**config.mk**
```make
export PLATFORM = sky130hd
export DESIGN_NAME = pll_reconf_ctrl
export DESIGN_NICKNAME = d
export VERILOG_FILES = /design/src/rtl/pll_reconf_ctrl.sv
export SDC_FILE = /design/constraint.sdc
export NUM_CORES = 1
export LEC_CHECK = 0
export ABC_AREA = 1
export BUFFER_PORTS_ARGS = -buffer_cell sky130_fd_sc_hd__buf_4
export CORE_MARGIN = 5
export CORE_UTILIZATION = 35
export DETAILED_ROUTE_END_ITERATION = 6
export PLACE_DENSITY = 0.71
export SKIP_LAST_GASP = 1
export SYNTH_ARGS = -nofsm -noshare
export SYNTH_HDL_FRONTEND = slang
export SYNTH_SLANG_ARGS = --single-unit
```
**constraint.sdc**
```tcl
create_clock -name clk -period 1.7 [get_ports clk]
set_input_delay 0.085 -clock clk [delete_from_list [all_inputs] [get_ports clk]]
set_output_delay 0.085 -clock clk [all_outputs]
set_load 0.005 [all_outputs]
```
**src/rtl/pll_reconf_ctrl.sv**
```systemverilog
// ---------------------------------------------------------------------------
// pll_reconf_ctrl
//
// Purpose:
//   Sequences dynamic reconfiguration of an rPLL. A request either selects a
//   new divider preset, which resets and relocks the PLL with retries, or
//   changes only the PSDA phase step, which waits for a settle time. An
//   unexpected loss of lock while idle starts an automatic relock.
//
// Ports:
//   clk        - single clock, all logic in this domain
//   reset      - asynchronous, active-high reset
//   cfg_table  - static preset table, entry k = {idsel, fbdsel, odsel}
//                at bits [18k+17:18k]
//   req        - single-cycle change request (ignored while busy)
//   req_sel    - requested preset index
//   req_phase  - requested PSDA phase step
//   pll_lock   - PLL LOCK output, asynchronous to clk
//   pll_reset  - PLL reset pin
//   pll_idsel, pll_fbdsel, pll_odsel - PLL dynamic divider pins
//   pll_psda   - PLL dynamic phase pins
//   busy       - operation in progress
//   done       - one-cycle pulse when an operation completes
//   fail       - sticky error flag (bad index or lock timeout)
//   locked     - PLL locked with the current preset
//   cur_sel    - preset currently applied to the PLL
// ---------------------------------------------------------------------------
module pll_reconf_ctrl #(
    parameter int NUM_CFG      = 4,
    parameter int RST_CYCLES   = 16,
    parameter int LOCK_TIMEOUT = 65535,
    parameter int LOCK_STABLE  = 4,
    parameter int SETTLE       = 8,
    parameter int MAX_RETRY    = 3,
    localparam int SEL_W       = (NUM_CFG > 1) ? $clog2(NUM_CFG) : 1
) (
    input  logic                  clk,
    input  logic                  reset,
    input  logic [NUM_CFG*18-1:0] cfg_table,
    input  logic                  req,
    input  logic [SEL_W-1:0]      req_sel,
    input  logic [3:0]            req_phase,
    input  logic                  pll_lock,
    output logic                  pll_reset,
    output logic [5:0]            pll_idsel,
    output logic [5:0]            pll_fbdsel,
    output logic [5:0]            pll_odsel,
    output logic [3:0]            pll_psda,
    output logic                  busy,
    output logic                  done,
    output logic                  fail,
    output logic                  locked,
    output logic [SEL_W-1:0]      cur_sel
);

    // One shared counter serves the RST, WAIT_LOCK and PHASE phases, so it
    // must be wide enough for the longest of them.
    localparam int CNT_MAX = (LOCK_TIMEOUT > RST_CYCLES)
                             ? ((LOCK_TIMEOUT > SETTLE) ? LOCK_TIMEOUT : SETTLE)
                             : ((RST_CYCLES > SETTLE) ? RST_CYCLES : SETTLE);
    localparam int CNT_W = $clog2(CNT_MAX + 1);
    localparam int STB_W = $clog2(LOCK_STABLE + 1);
    localparam int RTY_W = $clog2(MAX_RETRY + 1);

    localparam logic [CNT_W-1:0] RST_LAST = CNT_W'(RST_CYCLES - 1);
    localparam logic [CNT_W-1:0] TO_LAST  = CNT_W'(LOCK_TIMEOUT - 1);
    localparam logic [CNT_W-1:0] SET_LAST = CNT_W'(SETTLE - 1);
    localparam logic [STB_W-1:0] STB_LAST = STB_W'(LOCK_STABLE - 1);
    localparam logic [RTY_W-1:0] RTY_MAX  = RTY_W'(MAX_RETRY);
    localparam logic [SEL_W:0]   NUM_CFG_L = (SEL_W + 1)'(NUM_CFG);

    typedef enum logic [2:0] {
        IDLE,
        RST,
        WAIT_LOCK,
        PHASE,
        ERROR
    } state_t;

    state_t            state_q, state_d;
    logic [CNT_W-1:0]  cnt_q, cnt_d;
    logic [STB_W-1:0]  stable_q, stable_d;
    logic [RTY_W-1:0]  retry_q, retry_d;
    logic [SEL_W-1:0]  sel_q, sel_d;
    logic [3:0]        psda_q, psda_d;
    logic              done_q, done_d;
    logic              fail_q, fail_d;
    logic              locked_q, locked_d;
    logic              lock_meta_q, lock_s_q;

    logic [17:0]       cfg_arr [NUM_CFG];
    logic              req_valid;
    logic [RTY_W-1:0]  retry_inc;

    for (genvar k = 0; k < NUM_CFG; k++) begin : g_cfg
        assign cfg_arr[k] = cfg_table[18*k +: 18];
    end

    // The table is static, so the dividers follow the latched preset index
    // directly; they only change on the edge where cur_sel changes.
    assign {pll_idsel, pll_fbdsel, pll_odsel} = cfg_arr[sel_q];
    assign pll_psda  = psda_q;
    assign pll_reset = (state_q == RST);
    assign busy      = (state_q == RST) || (state_q == WAIT_LOCK) || (state_q == PHASE);
    assign done      = done_q;
    assign fail      = fail_q;
    assign locked    = locked_q;
    assign cur_sel   = sel_q;

    assign req_valid = ({1'b0, req_sel} < NUM_CFG_L);
    assign retry_inc = retry_q + RTY_W'(1);

    // Two-flop synchroniser for the asynchronous PLL lock signal.
    always_ff @(posedge clk or posedge reset) begin
        if (reset) begin
            lock_meta_q <= 1'b0;
            lock_s_q    <= 1'b0;
        end else begin
            lock_meta_q <= pll_lock;
            lock_s_q    <= lock_meta_q;
        end
    end

    // State and datapath registers. Reset parks the controller in RST so the
    // PLL is brought up with preset 0 without any request.
    always_ff @(posedge clk or posedge reset) begin
        if (reset) begin
            state_q  <= RST;
            cnt_q    <= '0;
            stable_q <= '0;
            retry_q  <= '0;
            sel_q    <= '0;
            psda_q   <= '0;
            done_q   <= 1'b0;
            fail_q   <= 1'b0;
            locked_q <= 1'b0;
        end else begin
            state_q  <= state_d;
            cnt_q    <= cnt_d;
            stable_q <= stable_d;
            retry_q  <= retry_d;
            sel_q    <= sel_d;
            psda_q   <= psda_d;
            done_q   <= done_d;
            fail_q   <= fail_d;
            locked_q <= locked_d;
        end
    end

    // Next-state logic. A request is examined before lock loss in IDLE so a
    // valid request wins when both happen in the same cycle.
    always_comb begin
        state_d  = state_q;
        cnt_d    = cnt_q;
        stable_d = stable_q;
        retry_d  = retry_q;
        sel_d    = sel_q;
        psda_d   = psda_q;
        done_d   = 1'b0;
        fail_d   = fail_q;
        locked_d = locked_q;

        case (state_q)
            IDLE: begin
                if (req) begin
                    if (!req_valid) begin
                        fail_d = 1'b1;
                    end else if (req_sel != sel_q) begin
                        sel_d    = req_sel;
                        psda_d   = req_phase;
                        retry_d  = '0;
                        fail_d   = 1'b0;
                        locked_d = 1'b0;
                        cnt_d    = '0;
                        state_d  = RST;
                    end else begin
                        psda_d  = req_phase;
                        cnt_d   = '0;
                        state_d = PHASE;
                    end
                end else if (locked_q && !lock_s_q) begin
                    locked_d = 1'b0;
                    retry_d  = '0;
                    cnt_d    = '0;
                    state_d  = RST;
                end
            end

            RST: begin
                if (cnt_q == RST_LAST) begin
                    cnt_d    = '0;
                    stable_d = '0;
                    state_d  = WAIT_LOCK;
                end else begin
                    cnt_d = cnt_q + CNT_W'(1);
                end
            end

            // Lock qualification takes precedence over a timeout that
            // expires on the same cycle.
            WAIT_LOCK: begin
                if (lock_s_q) begin
                    stable_d = stable_q + STB_W'(1);
                end else begin
                    stable_d = '0;
                end

                if (lock_s_q && (stable_q == STB_LAST)) begin
                    locked_d = 1'b1;
                    done_d   = 1'b1;
                    cnt_d    = '0;
                    stable_d = '0;
                    state_d  = IDLE;
                end else if (cnt_q == TO_LAST) begin
                    cnt_d   = '0;
                    retry_d = retry_inc;
                    if (retry_inc < RTY_MAX) begin
                        state_d = RST;
                    end else begin
                        fail_d   = 1'b1;
                        locked_d = 1'b0;
                        state_d  = ERROR;
                    end
                end else begin
                    cnt_d = cnt_q + CNT_W'(1);
                end
            end

            PHASE: begin
                if (cnt_q == SET_LAST) begin
                    cnt_d   = '0;
                    done_d  = 1'b1;
                    state_d = IDLE;
                end else begin
                    cnt_d = cnt_q + CNT_W'(1);
                end
            end

            // Any valid request restarts, even for the same preset.
            ERROR: begin
                if (req) begin
                    if (!req_valid) begin
                        fail_d = 1'b1;
                    end else begin
                        sel_d    = req_sel;
                        psda_d   = req_phase;
                        retry_d  = '0;
                        fail_d   = 1'b0;
                        locked_d = 1'b0;
                        cnt_d    = '0;
                        state_d  = RST;
                    end
                end
            end

            default: begin
                state_d = RST;
                cnt_d   = '0;
            end
        endcase
    end

endmodule

```
# After elaboration in Yosys (flattened, before gate mapping)
# Cells that the tools add are included.
# word_totals
register_bits	35
latchBits	0
mem_bits_rw	0
mem_bits_ro	0
in_bits	82
out_inout_bits	29
wordCells	108
n_memories	0
# classes
n_addsub	3
multipliers	0
div	0
n_lt_le_gt_ge	2
n_eq_ne	21
shift	0
muxes	52
bitwise	1
reduce_logical	18
# op_table
operator	count
$mux 16	7
$pmux 16 s5	1
$bmux 18 s2	1
$mux 18	2
$mux 3	11
$mux 2	10
$add 16x1->16 const B	1
$eq 16x16->1 const B	1
$eq 16x3->1 const B	1
$eq 16x4->1 const B	1
$pmux 3 s5	1
$mux 1	13
$reduce_and 6->1	2
$ne 2x2->1 const B	5
$eq 3x2->1 const B	3
$ne 3x3->1 const B	3
$reduce_and 7->1	1
$ne 2x1->1 const B	3
$pmux 1 s3	2
$pmux 2 s3	1
$pmux 3 s2	1
$reduce_and 2->1	3
$reduce_and 5->1	1
$pmux 2 s2	1
18 further kinds	21

# Depth between registers and ports, before layout
# logic_depth
ltp_word	6
ltp_mapped	11
mapped_depth_nobuf	11

# Worst setup path after synthesis
# Ideal clock, no wire load.
# synth_path
path_kind	reg2reg
from	register cnt_q[0]
to	register cnt_q[12]
setup_ns	0.119
arrival_time_ns	1.398
required_ns	1.581
setup_slack_ns	0.183
path_stages_with_launch	11
n_path_buf	1
synth_period_minus_slack_ns	1.517
cell_sequence	dfrtp_1 -> inv_1 -> ha_1 -> nand2_1 -> nor2_1 -> nand2_1 -> o21ai_2 -> nand3_2 -> nor2_4 -> buf_6 -> nor2_1
# synth_via
elab_chain_cells	4
elab_cells_between_ends	9
cone_classes	1 x add/sub; 3 x eq/ne; 5 x mux
# synth_rtl
item	line_no	source
start, declared	81	logic [CNT_W-1:0] cnt_q, cnt_d;
start signal, assigned	139	cnt_q <= cnt_d;
$add 16x1->16 / $eq 16x16->1 (equally long branches)	n/a	
$mux 16	214	end else if (cnt_q == TO_LAST) begin
$mux 16	208	if (lock_s_q && (stable_q == STB_LAST)) begin
$pmux 16 s5 *	163	case (state_q)
# Mark *: on every way between the ends. The rest lies on a longest branch, timed or not.
# A chain may end at the register's enable or synchronous reset.

# Final worst setup path
# Same ends and word-level chain as after synthesis.

==> impl_results.md <==
- Clock-pin slew on the worst setup and hold paths: 0.08 ns
- Combinational power share: 61.4%
- H-tree lvl count: 2
- Maximum operating frequency: 558 MHz
- Clock Power Share: 15.2%
- FP Rows: 30
- Final worst path period need: 1.79 ns
- Distinct cell type count after synthesis: 29
- Top cells by area, synth: dfrtp_1 (35%), nor2_1 (12%), o21ai_0 (10%)
- Top-area cell type share of the netlist area: 34.6%
- Net Sw Frac: 41.0%
- NetSw: 2100 uW
- Routed WL: 8.19 mm
- Die footprint: 8790 sq um
- Sequential fraction of the synthesis area: 35.7%
- Worst IR drop on VDD: 0.000537 V
- GRT Overall Usage: 17.9%
- Final setup viols: 12
- Cell count after synthesis: 356
- Synthesized area per cell: 6.90 sq um
- Element type at the critical path start: register
- CTS tree: yes
- Layout net count: 571
- CTS Root Cell: clkbuf_8
- CTS buffer count: 5
- Post-synth ARST share: 100%
- Cell Int Power: 3020 uW
- Number of detailed-route iterations in the first pass: 5
- Worst-margin pin slew: 0.449 ns
- Post-DP HPWL: 6.16 mm
- Chip width: 93.8 um
- Initial core utilization: 36.2%
- Post-DR wirelength/cell: 14.1 um
- Remaining DRCs: 0
- Max FO, Critical Path: 5
- P_leak: 0.00182 uW
- Status: finished, violations left
- Post-DRT Antenna Nets: 0
- Power per Cell Area: 1360 nW/um^2
- Final non-filler cell total: 581
- RSZ-0062 raised after global routing: true
- Core ar.: 6790 sq um
- Worst slack, placed: -0.0562 ns
- Fin. Hold Viols: 0
- Layout fillers: 638
- Flop pwr share: 23.4%
- EDFF count, synth: 0
- Post-synthesis register bit count: 35
- Placed insts: 564
- Vias in the first global route: 2663
- Clock buffer depth: 2
- Mapped cell area: 2460 sq um
- Initial antenna violation count: 0
- Slew HR: 70.1%
- Via Count: 2895
- Top cells by count, synth: nor2_1 (77), nand2_1 (62), o21ai_0 (50), inv_1 (35), dfrtp_1 (34)
- Fraction of layout cells with a size suffix above 1: 35.9%
- Violated checks: setup timing
- Clock sinks: 35
- Crit path required time: 1.89 ns
- Via density: 4.98
- Ant. Diodes: 0
- Final WS setup: -0.0928 ns
- I/O pins: 111
- Worst setup path class: register to register
- Port Buffers: 110
- Number of synthesis warnings: 0
- Area leader, netlist: dfrtp_1
- Top-count cell post-synth: nor2_1
- Critical Path End Type: register
- Tcrit/Tclk final: 105%
- Worst skew pair latency: 0.29 ns
- GP Congestion: 0.897
- First-pass GRT wire length: 12.9 mm
- Syn nets: 443
- DR iter-0 viols: 149
- Area Growth Syn to Fin: 52.7%
- Worst clock skew: 0.00960 ns
- Slew Viols, Final: 0
- Die Ht: 93.8 um
- Pin count of the biggest net entering global routing: 37
- Worst min path class: input pin to register
- Reported max-cap violation count: 0
- Synth Flop Type: dfrtp_1
- Grt ovf: 0
- Crit path DAT: 1.98 ns
## power groups by stage
stage / Sequential (uW) / Clock [uW] / Combinational [uW]
finish: 1200 / 777 / 3140
global route: 1230 / 835 / 3450
CTS: 1170 / 795 / 2840
detailed placement: 1180 / 0 / 2670
global placement: 1180 / 0 / 2630
floorplan: 1150 / 0 / 1570
## state kept, by name, summed over array words and instances (netlist names)
register     flops
stable_q         3
cnt_q           16
cur_sel          2
done             1
locked           1
pll_psda         4
lock_meta_q      1
retry_q          2
fail             1
state_q          3
lock_s_q         1
## kinds of logic (layout without fill, tap and decap cells)
group,count (synthesis),after routing,synth area share (%)
buffers and inverters,49,178,8.20
adders and majority gates,5,5,2.55
AOI/OAI and AO/OA,78,78,17.6
xor gates and xnor gates,10,10,3.57
and+or+nand+nor,174,174,30.1
DFF,35,35,35.7
muxes,5,5,2.29
## critical path: stages (launching register included)
cell	delay, ns
dfrtp_2	0.44
inv_2	0.09
ha_4	0.13
nand2_1	0.05
nor2_1	0.10
nand2_1	0.11
o21ai_4	0.22
nand3_4	0.13
nor2_4	0.19
clkbuf_16	0.17
nor2_1	0.04
## per-stage QoR
stage / setup TNS (ns) / instance area, sq um / util [%] / total power, uW / hold WS [ns]
4_1_cts: -0.00345 / 3620 / 53.3 / 4800 / 0.0164
3_5_place_dp: -0.402 / 3450 / 50.8 / 3850 / 0.197
5_1_grt: -1.67 / 3750 / 55.2 / 5510 / 0.0173
6_report: -0.865 / 3750 / 55.2 / 5120 / 0.0206
2_1_floorplan: 0 / 2460 / - / 2720 / 0.116
3_3_place_gp: 0 / 3450 / 50.8 / 3800 / 0.198
## placed cells by master (no fill, tap or decap), types with 8 or more instances in the layout
master / Yosys / layout
nand2_1: 62 / 59
inv_1: 35 / 32
o21ai_0: 50 / 47
dfrtp_1: 34 / 31
nor2_1: 77 / 71
o22ai_1: 18 / 18
buf_4: 0 / 128
nor2_2: 2 / 8
nand3_1: 17 / 17
## layer usage
| metal | global-route usage (%) | share of wire (%) | vias to the layer above | wire length [um] |
|---|---|---|---|---|
| li1 | - | - | 1431 | - |
| met1 | 22.1 | 40 | 1332 | 3310 |
| met2 | 31.8 | 51 | 113 | 4140 |
| met3 | 3.61 | 7.3 | 19 | 602 |
| met4 | 4.21 | 1.7 | 0 | 140 |
| met5 | 0 | 0 | - | 0 |
## worst paths after layout
| kind | start | end | slack (ns) | depth (start not counted) |
|---|---|---|---|---|
| min in group asynchronous | reset | cnt_q[10] | 0.44 | 4 |
| hold / removal | req_phase[0] | pll_psda[0] | 0.02 | 2 |
| setup reg to reg | cnt_q[0] | cnt_q[12] | -0.09 | 10 |
| max in group asynchronous | reset | cur_sel[1] | 0.91 | 4 |
| setup / recovery | cnt_q[0] | cnt_q[12] | -0.09 | 10 |
| hold reg to reg | lock_meta_q | lock_s_q | 0.36 | 0 |
## final cells by class
type,count,area [sq um],share of cell area [%]
timing repair buffer,134,1050,28.0
clock buffer,5,68.8,1.83
sequential,35,881,23.5
inverter,36,139,3.70
multi-input combinational,272,1450,38.6
tap,96,120,3.20
clock inverter,3,47.5,1.27
## timing repair
| item | CTS | global route |
|---|---|---|
| pin swaps | 1 | 5 |
| endpoints found under the setup margin | 30 | 34 |
| setup buffers | 3 | 3 |
| cloned | 0 | 1 |
| gates resized for setup | 1 | 27 |
| hold buffers | 2 | 0 |
| endpoints found under the hold margin | 35 | 0 |
No activity file was read; power rests on OpenSTA's default activity.
